==> src/rtl/pwm_duty_ctrl_if.sv <==
// Command handshake bundle for pwm_duty_ctrl: target duty and ramp/immediate mode.
interface pwm_duty_ctrl_if;
  logic       cmd_valid;
  logic       cmd_ready;
  logic [7:0] cmd_duty;
  logic       cmd_ramp;

  modport master (output cmd_valid, output cmd_duty, output cmd_ramp, input cmd_ready);
  modport slave  (input cmd_valid, input cmd_duty, input cmd_ramp, output cmd_ready);
endinterface

==> src/rtl/pwm_duty_ctrl.sv <==
// Period counter and boundary-synchronous duty sequencer for an 8-bit PWM generator.
// Optional macro PWM_DUTY_CTRL_RETARGET_EN: accept new commands while ramping.
module pwm_duty_ctrl #(
  parameter int unsigned RAMP_STEP        = 1,
  parameter int unsigned PERIODS_PER_STEP = 1
) (
  input  logic          clk,
  input  logic          rst_n,
  pwm_duty_ctrl_if.slave cmd,
  output logic [7:0]    duty_out,
  output logic [7:0]    pwm_cnt,
  output logic          period_start,
  output logic          busy,
  output logic          done
);

  typedef enum logic [1:0] {IDLE, LOAD, RAMP} state_t;

  localparam logic [7:0] STEP_LAST = 8'(PERIODS_PER_STEP - 1);
  localparam logic [8:0] STEP9     = 9'(RAMP_STEP);

  state_t     state, state_next;
  logic [7:0] target, target_next;
  logic [7:0] step_cnt, step_next;
  logic [7:0] duty_next;
  logic       done_next;
  logic       boundary;
  logic       accept;
  logic [8:0] up_sum, dn_diff;
  logic [7:0] ramped;

  assign boundary     = (pwm_cnt == 8'hFF);
  assign period_start = (pwm_cnt == 8'h00);
  assign busy         = (state != IDLE);
  assign accept       = cmd.cmd_valid & cmd.cmd_ready;

`ifdef PWM_DUTY_CTRL_RETARGET_EN
  assign cmd.cmd_ready = (state == IDLE) || (state == RAMP);
`else
  assign cmd.cmd_ready = (state == IDLE);
`endif

  // 9-bit arithmetic so a step can neither overshoot the target nor wrap.
  always_comb begin
    up_sum  = {1'b0, duty_out} + STEP9;
    dn_diff = {1'b0, duty_out} - STEP9;
    if (target > duty_out)
      ramped = (up_sum >= {1'b0, target}) ? target : up_sum[7:0];
    else
      ramped = (dn_diff[8] || (dn_diff[7:0] <= target)) ? target : dn_diff[7:0];
  end

  always_comb begin
    state_next  = state;
    duty_next   = duty_out;
    target_next = target;
    step_next   = step_cnt;
    done_next   = 1'b0;
    unique case (state)
      IDLE: begin
        if (accept) begin
          target_next = cmd.cmd_duty;
          step_next   = '0;
          state_next  = cmd.cmd_ramp ? RAMP : LOAD;
        end
      end
      LOAD: begin
        if (boundary) begin
          duty_next  = target;
          done_next  = 1'b1;
          state_next = IDLE;
        end
      end
      RAMP: begin
`ifdef PWM_DUTY_CTRL_RETARGET_EN
        // A retarget takes priority over a coincident boundary step.
        if (accept) begin
          target_next = cmd.cmd_duty;
          step_next   = '0;
          state_next  = cmd.cmd_ramp ? RAMP : LOAD;
        end else
`endif
        if (boundary) begin
          if (step_cnt == STEP_LAST) begin
            step_next = '0;
            duty_next = ramped;
            if (ramped == target) begin
              done_next  = 1'b1;
              state_next = IDLE;
            end
          end else begin
            step_next = step_cnt + 8'd1;
          end
        end
      end
      default: state_next = IDLE;
    endcase
  end

  always_ff @(posedge clk or negedge rst_n) begin
    if (!rst_n) begin
      state    <= IDLE;
      pwm_cnt  <= '0;
      duty_out <= '0;
      target   <= '0;
      step_cnt <= '0;
      done     <= 1'b0;
    end else begin
      state    <= state_next;
      pwm_cnt  <= pwm_cnt + 8'd1;
      duty_out <= duty_next;
      target   <= target_next;
      step_cnt <= step_next;
      done     <= done_next;
    end
  end

endmodule

==> src/flat_wrapper.sv <==
// flat-port wrapper written by rule: the top's interface ports become plain ports
module pwm_duty_ctrl_flat 
#(
  parameter int unsigned RAMP_STEP        = 1,
  parameter int unsigned PERIODS_PER_STEP = 1
)
  (clk, rst_n, duty_out, pwm_cnt, period_start, busy, done, cmd_cmd_valid, cmd_cmd_duty, cmd_cmd_ramp, cmd_cmd_ready);
  pwm_duty_ctrl_if cmd_i ();
  input  logic clk;
  input  logic rst_n;
  output logic [7:0] duty_out;
  output logic [7:0] pwm_cnt;
  output logic period_start;
  output logic busy;
  output logic done;
  input wire logic [$bits(cmd_i.cmd_valid)-1:0] cmd_cmd_valid;
  input wire logic [$bits(cmd_i.cmd_duty)-1:0] cmd_cmd_duty;
  input wire logic [$bits(cmd_i.cmd_ramp)-1:0] cmd_cmd_ramp;
  output wire logic [$bits(cmd_i.cmd_ready)-1:0] cmd_cmd_ready;
  assign cmd_i.cmd_valid = cmd_cmd_valid;
  assign cmd_i.cmd_duty = cmd_cmd_duty;
  assign cmd_i.cmd_ramp = cmd_cmd_ramp;
  assign cmd_cmd_ready = cmd_i.cmd_ready;
  pwm_duty_ctrl #(.RAMP_STEP(RAMP_STEP), .PERIODS_PER_STEP(PERIODS_PER_STEP)) u_core (.clk(clk), .rst_n(rst_n), .cmd(cmd_i), .duty_out(duty_out), .pwm_cnt(pwm_cnt), .period_start(period_start), .busy(busy), .done(done));
endmodule
==> config.mk <==
export PLATFORM = sky130hd
export DESIGN_NAME = pwm_duty_ctrl_flat
export DESIGN_NICKNAME = d
export VERILOG_FILES = /design/src/rtl/pwm_duty_ctrl_if.sv /design/src/rtl/pwm_duty_ctrl.sv /design/src/flat_wrapper.sv
export SDC_FILE = /design/constraint.sdc
export NUM_CORES = 1
export LEC_CHECK = 0
export ABC_AREA = 1
export CAP_MARGIN = 20
export CORE_ASPECT_RATIO = 2
export CORE_MARGIN = 2
export CORE_UTILIZATION = 55
export DETAILED_ROUTE_END_ITERATION = 8
export HOLD_SLACK_MARGIN = 0.12
export PLACE_DENSITY = 0.76
export SLEW_MARGIN = 20
export SYNTH_ARGS = -nofsm -noshare
export SYNTH_HDL_FRONTEND = slang
export SYNTH_SLANG_ARGS = --single-unit
==> constraint.sdc <==
create_clock -name clk -period 5.8 [get_ports clk]
set_clock_uncertainty 0.15 [all_clocks]
set_input_delay 1.16 -clock clk [delete_from_list [all_inputs] [get_ports clk]]
set_output_delay 1.16 -clock clk [all_outputs]
set_load 0.01 [all_outputs]
==> summary.md <==
| Metric | Value |
|---|---|
| Status | `finished clean` |
| CP endpoint | `u_core.state[1]` |
| Antenna diodes | `0` |
| R2R Path Start | `u_core.duty_out[0]` |
| DIE AREA | `6260 µm²` |
| Die height | `110 µm` |
| Routed len/inst | `15.2 µm` |
| Root buf cell | `clkbuf_8` |
| Number of H-tree levels | `2` |
| Placed Cells | `between 500 and 600` |
| Synthesized cell area | `3090 µm²` |
| Worst-path fanout max | `11` |
| Switch share | `approximately half` |
| First-pass DRT Iterations | `4` |
| Clk pin slew, worst setup/hold paths | `0.07 ns` |
| Worst Path Required | `5.84 ns` |
| Clock share of power | `15.5%` |
| Dpl hpwl | `6300 µm` |
| Final Hold Viols | `0` |
| Post-synth EDFFs | `0` |
| Synth async-reset ratio | `100%` |
| Fmax | `270 MHz` |
| CTS Buffer Depth | `2` |
| Core Area | `5420 µm²` |
| Syn. warnings | `0` |
| CTS tree | `yes` |
| Area contributors post-synth | `dfrtp_1, ha_1, nand2_1` |
| Clock sink total | `35` |
| Synth Flop Type | `dfrtp_1` |
| Fin. max-slew vios | `0` |
| Yosys top cell by area | `dfrtp_1` |
| Syn_nets | `473` |
| Die width | `about 57 µm` |
| Synthesized flop and latch total | `35` |
| Worst EP arrival | `3.74 ns` |
| GPL Wtd Cong | `1.05` |
| Pint | `approximately 570 µW` |
| Max-slew headroom | `38.8%` |
| Total power | `1.10 mW` |
| CP Class | `reg -> reg` |
| # resized after CTS | `0` |
| IO buf count | `31` |
| Layout net count | `503` |
| DRT iter0 DRCs | `138` |
| Drc violations | `0` |
| Seq. cell area | `876 µm²` |
| Hold_buf cts | `0` |
| GRT overflow | `0` |
| Area grow syn2layout | `13.9%` |
| Fill cells | `508` |
| Hold Crit Depth | `1` |
| Later-pin clock latency in the skew report | `0.30 ns` |
| Via density | `5.78` |
| Crit start category | `flip-flop` |
| VDD IR max | `0.215 mV` |
| Crit Reg-Reg Endpoint | `u_core.state[1]` |
| Vias in the first global route | `2929` |
| Post-route ant nets | `0` |
| P_sw | `roughly 540 µW` |
| Post-synth cell types | `41` |
| Post-Route Utilization | `roughly two thirds` |
| HP Class | `reg -> reg` |
| Post-synth top area share | `28.4%` |
| Number of CTS-inserted buffers | `5` |
| Share of layout cells above drive strength 1 | `7.17%` |
| Final Setup Violations | `0` |
| RSZ-0062 raised after global routing | `no` |
| Fin crit share | `a little under two thirds` |
| # IOs | `32` |
| Initial Util | `between 50% and 60%` |
| Max Cap Viol | `0` |
| Crit path capture type | `flip-flop` |
| GRT Overall Usage | `approximately 28%` |
| Initial antenna violation count | `0` |
| Setup TNS | `0 ns` |
| Slew @ Worst Pin | `0.913 ns` |
| Largest net degree at the start of global routing | `36` |
| Syn Inst Count | `429` |
| Non-filler instance count after layout | `520` |
| Leak | `1.79 nW` |
| Footprint of the multi-input gates | `1920 µm²` |
| Tmin final | `between 3 and 4 ns` |
| Comb pwr share | `56.0%` |
| Vias | `3005` |
| Register-to-Register Setup Slack | `about 2.1 ns` |
| Final WL | `7910 µm` |
| Row cnt | `38` |
| Sequential share of the synthesized area | `28.4%` |
| PD cells | `~310 nW/µm²` |
| Critical Path Source | `u_core.duty_out[0]` |
| Reg2Reg Depth | `24` |
| Avg Inst Size Synth | `between 7 and 8 µm²` |
| Part of the power in registers | `28.6%` |
| Post-CTS Setup Inserts | `0` |
| First-pass GRT wire length | `13400 µm` |
-- synth_stat cells (2+ instances only) --
cell,count
o21ai_1,2
nor3b_1,2
inv_1,55
nand3_1,56
nor3_2,2
and3_1,2
nand3_4,2
nor2_1,24
nand3b_1,3
nor4_1,2
nor2_2,3
nand2_2,6
xnor2_1,3
dfrtp_1,35
nand4_1,11
clkinv_1,3
a21oi_1,24
o22ai_1,7
o21ai_0,14
ha_1,32
inv_2,3
nand2_1,97
buf_2,7
xor2_1,12
nor3_1,3
nand3_2,4
-- cells by family after synthesis --
logic type	count (synthesis)	share of synthesized area [%]
AND/OR/NAND/NOR	219	34.2
AO/OA/AOI/OAI	56	10.1
XOR/XNOR	16	4.79
adder cells (fa/ha/maj)	32	13.0
buffers and inverters	71	9.49
flip-flops	35	28.4
-- cells in the final DEF (no fill, tap or decap), types with 2 or more instances in the layout --
cell | synthesis | routed
clkinv_1 | 3 | 3
nand2_1 | 97 | 97
inv_1 | 55 | 55
nor2_1 | 24 | 24
o21ai_1 | 2 | 2
nand3b_1 | 3 | 3
nand3_2 | 4 | 4
ha_1 | 32 | 32
nand3_1 | 56 | 56
nor2_2 | 3 | 3
clkdlybuf4s50_1 | 0 | 31
nor3b_1 | 2 | 2
nand4_1 | 11 | 11
o22ai_1 | 7 | 7
inv_2 | 3 | 3
clkbuf_1 | 1 | 2
clkbuf_8 | 0 | 5
nor4_1 | 2 | 2
xnor2_1 | 3 | 3
o21ai_0 | 14 | 14
a21oi_1 | 24 | 24
and3_1 | 2 | 2
nand3_4 | 2 | 2
nor3_1 | 3 | 3
dfrtp_1 | 35 | 35
nand2_2 | 6 | 6
nor3_2 | 2 | 2
xor2_1 | 12 | 12
-- registers in the layout, indices dropped and copies added, names as in the netlist --
| name | flops |
|---|---|
| u_core.step_cnt | 8 |
| u_core.state | 2 |
| u_core.pwm_cnt | 8 |
| u_core.done | 1 |
| u_core.duty_out | 8 |
| u_core.target | 8 |
-- power groups by stage --
stage | logic [mW] | registers [mW] | clock network, mW
final | 0.617 | 0.315 | 0.171
after global routing | 0.708 | 0.321 | 0.186
after CTS | 0.616 | 0.314 | 0.177
after detailed placement | 0.612 | 0.318 | 0
after global placement | 0.602 | 0.318 | 0
after floorplan | 0.468 | 0.308 | 0
-- critical path, stage by stage, from the launching register on --
cell,delay [ns]
dfrtp_1,0.52
ha_1,0.25
nand3_1,0.14
inv_1,0.15
nand3_1,0.10
xor2_1,0.24
ha_1,0.30
nand2_1,0.07
inv_1,0.04
nand2_1,0.05
nand2_1,0.04
nand2_1,0.27
nand2_1,0.31
nand2_1,0.15
nand3_1,0.12
nand2_1,0.11
nand2_1,0.05
nand2_1,0.05
nand2_1,0.06
nor2_2,0.12
nand2_1,0.07
nand2_2,0.08
nand2_2,0.06
nand2_1,0.07
nand2_1,0.05
-- worst min-delay path by stage --
stage                           start                 to
global placement      u_core.state[1]    u_core.state[1]
finish              u_core.pwm_cnt[0]  u_core.pwm_cnt[0]
detailed placement    u_core.state[0]    u_core.state[0]
CTS                   u_core.state[0]    u_core.state[0]
floorplan             u_core.state[1]    u_core.state[1]
global route        u_core.pwm_cnt[0]  u_core.pwm_cnt[0]
-- metal layers --
layer	global-route usage, %	share of wire [%]	vias up
met5	0	0	-
met4	20.1	6.9	0
met3	2.94	3.3	39
met2	49.2	53	82
met1	29.6	37	1401
li1	-	-	1483
-- through the flow --
step                area, µm²  setup WS [ns]  hold slack [ns]
CTS                      3510           2.11            0.373
finish                   3510           2.10            0.371
detailed placement       3430           2.10            0.352
global route             3510           1.64            0.407
floorplan                3090           2.70            0.316
global placement         3430           2.17            0.344
-- area by class of cell --
class	instances	area share (%)
Clock inverter	1	0.142
Clock buffer	7	2.17
Timing Repair Buffer	32	9.05
Inverter	62	7.02
Tap cell	60	2.14
Sequential cell	35	24.9
Multi-Input combinational cell	323	54.6
No activity file was read; power rests on OpenSTA's default activity.
